`config.mk`:
```
export PLATFORM = sky130hd
export DESIGN_NAME = load_store_unit
export DESIGN_NICKNAME = d
export VERILOG_FILES = /design/src/rtl/mips_lsu_pkg.sv /design/src/rtl/lsu_byte_lane.sv /design/src/rtl/load_store_unit.sv
export SDC_FILE = /design/constraint.sdc
export NUM_CORES = 1
export LEC_CHECK = 0
export ABC_AREA = 1
export ABC_CLOCK_PERIOD_IN_PS = 3600
export CORE_MARGIN = 10
export CORE_UTILIZATION = 38
export CTS_CLUSTER_DIAMETER = 120
export DETAILED_ROUTE_END_ITERATION = 8
export GPL_TIMING_DRIVEN = 0
export PLACE_DENSITY = 0.75
export SETUP_SLACK_MARGIN = 0.2
export SLEW_MARGIN = 10
export SYNTH_ARGS = -nofsm -noshare
export SYNTH_HDL_FRONTEND = slang
export SYNTH_SLANG_ARGS = --single-unit
```
`constraint.sdc`:
```
create_clock -name clk -period 3.6 [get_ports clk]
set_clock_uncertainty 0.1 [all_clocks]
set_input_delay 0.54 -clock clk [delete_from_list [all_inputs] [get_ports clk]]
set_output_delay 0.54 -clock clk [all_outputs]
set_load 0.05 [all_outputs]
```
`src/rtl/mips_lsu_pkg.sv`:
```
// Shared encodings for the MIPS load/store unit: access sizes, FSM state
// codes, default memory window and the alignment rule.
package mips_lsu_pkg;

  localparam logic [1:0] SZ_BYTE = 2'b00;
  localparam logic [1:0] SZ_HALF = 2'b01;
  localparam logic [1:0] SZ_WORD = 2'b10;
  localparam logic [1:0] SZ_RSVD = 2'b11;

  localparam logic [2:0] ST_IDLE   = 3'd0;
  localparam logic [2:0] ST_RD     = 3'd1;
  localparam logic [2:0] ST_RMW_RD = 3'd2;
  localparam logic [2:0] ST_WR     = 3'd3;
  localparam logic [2:0] ST_RESP   = 3'd4;

  localparam logic [31:0] DEFAULT_BASE_ADDR    = 32'h1001_0000;
  localparam int          DEFAULT_MEMORY_DEPTH = 1024;

  // Halfwords need an even address, words a multiple of four; bytes never fault.
  function automatic logic misaligned(input logic [1:0] size, input logic [1:0] addr_lo);
    case (size)
      SZ_HALF: return addr_lo[0];
      SZ_WORD: return addr_lo != 2'b00;
      default: return 1'b0;
    endcase
  endfunction

endpackage

```
`src/rtl/lsu_byte_lane.sv`:
```
// Little-endian lane steering: extracts and extends a byte/half/word from a
// memory word for loads, and merges right-aligned store data into a word.
module lsu_byte_lane
  import mips_lsu_pkg::*;
#(
  parameter int DATA_WIDTH = 32
) (
  input  logic [1:0]            addr_lo_i,
  input  logic [1:0]            size_i,
  input  logic                  unsigned_i,
  input  logic [DATA_WIDTH-1:0] mem_word_i,
  input  logic [DATA_WIDTH-1:0] store_data_i,
  output logic [DATA_WIDTH-1:0] load_data_o,
  output logic [DATA_WIDTH-1:0] merged_word_o
);

  logic [4:0]            shamt;
  logic [DATA_WIDTH-1:0] shifted;
  logic [DATA_WIDTH-1:0] lane_mask;
  logic [DATA_WIDTH-1:0] lane_data;

  // Byte n of the word lives at bits 8n+7:8n, so the lane offset is addr*8.
  assign shamt = {addr_lo_i, 3'b000};

  // Load extraction/extension and store merge share the same lane mask.
  always_comb begin
    // NOTE: every output gets a default first so no path leaves it unassigned (no latch).
    shifted     = mem_word_i >> shamt;
    load_data_o = mem_word_i;
    lane_mask   = '1;
    case (size_i)
      SZ_BYTE: begin
        load_data_o = unsigned_i ? {{(DATA_WIDTH-8){1'b0}}, shifted[7:0]}
                                 : {{(DATA_WIDTH-8){shifted[7]}}, shifted[7:0]};
        lane_mask   = {{(DATA_WIDTH-8){1'b0}}, 8'hFF} << shamt;
      end
      SZ_HALF: begin
        load_data_o = unsigned_i ? {{(DATA_WIDTH-16){1'b0}}, shifted[15:0]}
                                 : {{(DATA_WIDTH-16){shifted[15]}}, shifted[15:0]};
        lane_mask   = {{(DATA_WIDTH-16){1'b0}}, 16'hFFFF} << shamt;
      end
      default: ;
    endcase
    lane_data     = (store_data_i << shamt) & lane_mask;
    merged_word_o = (mem_word_i & ~lane_mask) | lane_data;
  end

endmodule

```
`src/rtl/load_store_unit.sv`:
```
// MIPS data-memory initiator: accepts one load/store at a time, checks
// alignment and range, performs read-modify-write for sub-word stores and
// returns a single-cycle completion with extended load data.
module load_store_unit
  import mips_lsu_pkg::*;
#(
  parameter int                    DATA_WIDTH   = 32,
  parameter logic [DATA_WIDTH-1:0] BASE_ADDR    = DEFAULT_BASE_ADDR,
  parameter int                    MEMORY_DEPTH = DEFAULT_MEMORY_DEPTH
) (
  input  logic                  clk,
  input  logic                  reset,
  input  logic                  req_valid_i,
  output logic                  req_ready_o,
  input  logic                  req_is_store_i,
  input  logic [1:0]            req_size_i,
  input  logic                  req_unsigned_i,
  input  logic [DATA_WIDTH-1:0] req_addr_i,
  input  logic [DATA_WIDTH-1:0] req_wdata_i,
  output logic                  resp_valid_o,
  output logic [DATA_WIDTH-1:0] resp_rdata_o,
  output logic                  resp_err_o,
  output logic [DATA_WIDTH-1:0] mem_address_o,
  output logic [DATA_WIDTH-1:0] mem_write_data_o,
  output logic                  mem_write_o,
  output logic                  mem_read_o,
  input  logic [DATA_WIDTH-1:0] mem_data_i
);

  localparam logic [DATA_WIDTH-1:0] RANGE_BYTES = DATA_WIDTH'(4 * MEMORY_DEPTH);

  logic [2:0]            state_q, state_d;
  logic [DATA_WIDTH-1:0] addr_q, addr_d;
  logic [1:0]            size_q, size_d;
  logic                  unsigned_q, unsigned_d;
  logic [DATA_WIDTH-1:0] wdata_q, wdata_d;
  logic [DATA_WIDTH-1:0] word_q, word_d;     // word to write: full store data or RMW merge
  logic [DATA_WIDTH-1:0] rdata_q, rdata_d;
  logic                  err_q, err_d;

  logic                  accept;
  logic                  req_err;
  logic [DATA_WIDTH-1:0] req_offset;
  logic [DATA_WIDTH-1:0] lane_load;
  logic [DATA_WIDTH-1:0] lane_merged;
  logic                  mem_phase;

  // Addresses below BASE_ADDR wrap to huge offsets and fail the same compare.
  assign req_offset = req_addr_i - BASE_ADDR;
  assign req_err    = (req_size_i == SZ_RSVD)
                    || misaligned(req_size_i, req_addr_i[1:0])
                    || (req_offset >= RANGE_BYTES);

  assign req_ready_o = (state_q == ST_IDLE);
  assign accept      = req_valid_i && req_ready_o;

  lsu_byte_lane #(.DATA_WIDTH(DATA_WIDTH)) u_lane (
    .addr_lo_i     (addr_q[1:0]),
    .size_i        (size_q),
    .unsigned_i    (unsigned_q),
    .mem_word_i    (mem_data_i),
    .store_data_i  (wdata_q),
    .load_data_o   (lane_load),
    .merged_word_o (lane_merged)
  );

  // Next-state logic: request capture in IDLE, then the memory access sequence.
  always_comb begin
    state_d    = state_q;
    addr_d     = addr_q;
    size_d     = size_q;
    unsigned_d = unsigned_q;
    wdata_d    = wdata_q;
    word_d     = word_q;
    rdata_d    = rdata_q;
    err_d      = err_q;
    case (state_q)
      ST_IDLE: begin
        if (accept) begin
          addr_d     = req_addr_i;
          size_d     = req_size_i;
          unsigned_d = req_unsigned_i;
          wdata_d    = req_wdata_i;
          word_d     = req_wdata_i;
          rdata_d    = '0;
          err_d      = req_err;
          if (req_err)                   state_d = ST_RESP;
          else if (!req_is_store_i)      state_d = ST_RD;
          else if (req_size_i == SZ_WORD) state_d = ST_WR;
          else                           state_d = ST_RMW_RD;
        end
      end
      ST_RD: begin
        rdata_d = lane_load;
        state_d = ST_RESP;
      end
      ST_RMW_RD: begin
        word_d  = lane_merged;
        state_d = ST_WR;
      end
      ST_WR:   state_d = ST_RESP;
      ST_RESP: state_d = ST_IDLE;
      default: state_d = ST_IDLE;
    endcase
  end

  // State and request registers; reset abandons any access in flight.
  always_ff @(posedge clk or negedge reset) begin
    if (!reset) begin
      state_q    <= ST_IDLE;
      addr_q     <= '0;
      size_q     <= SZ_BYTE;
      unsigned_q <= 1'b0;
      wdata_q    <= '0;
      word_q     <= '0;
      rdata_q    <= '0;
      err_q      <= 1'b0;
    end else begin
      // NOTE: non-blocking assignments so every register samples pre-edge values.
      state_q    <= state_d;
      addr_q     <= addr_d;
      size_q     <= size_d;
      unsigned_q <= unsigned_d;
      wdata_q    <= wdata_d;
      word_q     <= word_d;
      rdata_q    <= rdata_d;
      err_q      <= err_d;
    end
  end

  // Memory strobes and buses decode from state alone; buses idle at zero.
  assign mem_phase        = (state_q == ST_RD) || (state_q == ST_RMW_RD) || (state_q == ST_WR);
  assign mem_read_o       = (state_q == ST_RD) || (state_q == ST_RMW_RD);
  assign mem_write_o      = (state_q == ST_WR);
  assign mem_address_o    = mem_phase ? {addr_q[DATA_WIDTH-1:2], 2'b00} : '0;
  assign mem_write_data_o = mem_write_o ? word_q : '0;

  assign resp_valid_o = (state_q == ST_RESP);
  assign resp_rdata_o = resp_valid_o ? rdata_q : '0;
  assign resp_err_o   = resp_valid_o && err_q;

endmodule

```
==> results.ini <==
[clock_network]
clockBufferDepth = 2
ctsRootBufferMaster = clkbuf_16
clkSlewWorstSetupHoldPaths_ps = 60
htreeDepth = 4
cts_tree = built
cts.sinks = 135
cts_buffers = 17
post_cts_buffers = 0
clock_latency_ps = 420

[sta]
hold_viol = 0
setup_violations = 0
clock.fmax_mhz = 300.5
finalCritPeriodShare_pct = 92.45
period_needed_ps = 3328
drv_slew = 0
rsz0062_at_grt = true
layout_setup_ws_ps = 271.7
hold_ws_ps = 383.2
slew_headroom_pct = 54.32
tightest_slew_ps = 685.2

[floorplan]
die_y_um = 161.2
dieArea_mm2 = 0.02597
row_count = 51
die_w_um = 161.2
start_util_pct = 38.77
core_mm2 = 0.01953
ios = 204

[drt]
detail_route.wl_per_cell_um = 18.58
drtPass1Iterations = 5
viasPerCell = 5.014
antenna_left = 0
remaining_drc_errors = 0
drt-initial-drc-count = 670
routed_wl_um = 28780
dr_total_vias = 7766

[global_route]
gr-total-overflow = 0
met1_usage_pct = 27.17
gr-usage-met3_pct = 7.626
grt_pass1_vias = 8015
top_usage_layer = met2
grt_pass1_wl_um = 44770
use_met2_pct = 34.23
antenna_found_initial = 2
grt_max_degree = 87
grt_usage_pct = 21.85

[placed_design]
hpwl_um = 22560
gp_congestion = 0.9606
io_buffer_count = 201
pre_cts_ws_ps = 418.7

[setup_path]
r2r-end = word_q[11]
endpoint = mem_write_data_o[10]
worst_setup_path_start_kind = flip-flop
end_kind = primary output
reg2reg_from = state_q[0]
cp_num_cells = 6
slowest_stage = dlygate4sd2_1
crit_type = reg2out
startpoint = state_q[1]
cp_data_arrival_time_ps = 2690
ff2ff_path_depth = 9
cp_max_fo = 10
r2r_slack_ps = 1580
cp_cell_sequence = inv_1 -> nor2_1 -> inv_1 -> clkbuf_1 -> nor2_1 -> dlygate4sd2_1
worstPathRequired_ps = 2960
cp_num_buf_inv = 4
max_stage_delay_ps = 560
critPathTopFamily = buffers and inverters

[logic_synthesis]
syn-instance-count = 1047
syn_area_mm2 = 0.007571
synthArstFlopShare_pct = 100.0
synthTopCellsByCount = 227 x nand2_1, 178 x inv_1, 150 x nor2_1
synthFlopType = dfrtp_1
yosys.area.top_type = dfrtp_1
ys_seq_area_share_pct = 44.62
synth_edf_count = 0
synth_seq_cells = 135
ys_types = 30
yosysMostFrequentCell = nand2_1
syn_area_per_cell_um2 = 7.231
synth_top_area_share_pct = 44.62
synth_area_leaders = dfrtp_1 45%, nand2_1 11%, inv_1 8.8%
ys_warn_count = 0

[pwr]
vdd_drop_max_uv = 439.9
powerDensity_mw_per_mm2 = 702.3
swShare_pct = 41.18
switchingPower_mw = 3.023
internal_power_mw = 4.317
p_seq_share_pct = 32.0
p_leak_nw = 5.068
power_mw = 7.339
p_comb_share_pct = 42.1
pwr-share-clk_pct = 25.9

[min_path]
hp-class = reg2reg
worstHoldStart = addr_q[31]

[outcome]
status = complete, no violations

[layout]
areaGrowthSynthToFinish_pct = 38.04
final_nets = 1376
drive_gt1_share_pct = 9.672

[flow_run]
drv_cap = 0

-- cell type report --
type,count,area (um2)
diodes,2,5.005
plain buffers,55,296.5
clock buffers,18,429.2
clock inverters,13,205.2
fillers,1898,9075
inverters,187,706.9
multi-input cells,671,3198
flip-flops and latches,135,3378
well taps,265,331.6
repair buffers,203,1901
-- worst reg2reg max path: cells and delay by family, from the launching register on --
family                 cells  cell delay, ps
buffers and inverters      4             780
flip-flops                 1             410
AND/OR/NAND/NOR            4             550
AO/OA/AOI/OAI              1             100
-- state kept, by name (all words and copies together) (netlist names) --
| name | cells |
|---|---|
| unsigned_q | 1 |
| err_q | 1 |
| word_q | 32 |
| rdata_q | 32 |
| wdata_q | 32 |
| size_q | 2 |
| state_q | 3 |
| addr_q | 32 |
-- per-stage QoR --
| stage | instances | area [um2] | setup TNS [ps] | util, % |
|---|---|---|---|---|
| final | 1549 | 10450 | 0 | 53.52 |
| after global routing | 1547 | 10450 | 0 | 53.50 |
| after CTS | 1547 | 10520 | 0 | 53.88 |
| after detailed placement | 1515 | 9952 | 0 | 50.97 |
| after global placement | 1514 | 9923 | -477280 | 50.82 |
| after floorplan | 1048 | 7580 | 0 | - |
-- logic make-up (layout without fill, tap and decap cells) --
kind of cell	count (synthesis)	count (layout)	share of synthesized area [%]
adders and majority gates	3	3	0.4958
and+or+nand+nor	416	416	22.08
buffers and inverters	242	476	13.25
AOI/OAI and AO/OA	250	250	19.50
other	1	4	0.04953
DFF	135	135	44.62
-- cell usage in the layout, fill, tap and decap left out, types with 21 or more instances in the layout --
master	Yosys	routed
nor2_1	150	150
clkdlybuf4s50_1	0	138
a21oi_1	32	32
inv_1	178	178
o211ai_1	36	36
clkbuf_2	0	24
nand2_1	227	227
clkbuf_1	20	21
dfrtp_1	135	135
buf_2	24	24
o21ai_0	127	127
dlygate4sd2_1	0	28
-- power by group through the flow --
| stage | clock (mW) | combinational, mW | sequential, mW |
|---|---|---|---|
| 2_1_floorplan | 0 | 2.12 | 2.27 |
| 3_3_place_gp | 0 | 2.98 | 2.35 |
| 3_5_place_dp | 0 | 3.03 | 2.37 |
| 4_1_cts | 1.92 | 3.05 | 2.35 |
| 5_1_grt | 1.99 | 3.44 | 2.41 |
| 6_report | 1.90 | 3.09 | 2.35 |
-- per-layer routing --
layer | wire (um) | part of all wire, %
met5 | 0 | 0
met3 | 2805 | 9.7
met1 | 12020 | 42
met2 | 13090 | 45
met4 | 866 | 3.0
-- worst min path at each step --
| stage | slack (ps) | depth (start not counted) | end |
|---|---|---|---|
| floorplan | 140 | 0 | addr_q[0] |
| detailed placement | 370 | 2 | wdata_q[31] |
| finish | 380 | 2 | addr_q[31] |
| global route | 400 | 2 | wdata_q[31] |
| global placement | 370 | 2 | addr_q[18] |
| CTS | 390 | 2 | addr_q[31] |
-- what timing repair did --
item                       4_1_cts  5_1_grt
setup endpoints to repair       60       34
hold buffers                     1        0
resized for setup               60       58
gates cloned                     0        0
hold endpoints to repair        49        0
Note: power is estimated with default switching activity, not from simulation.
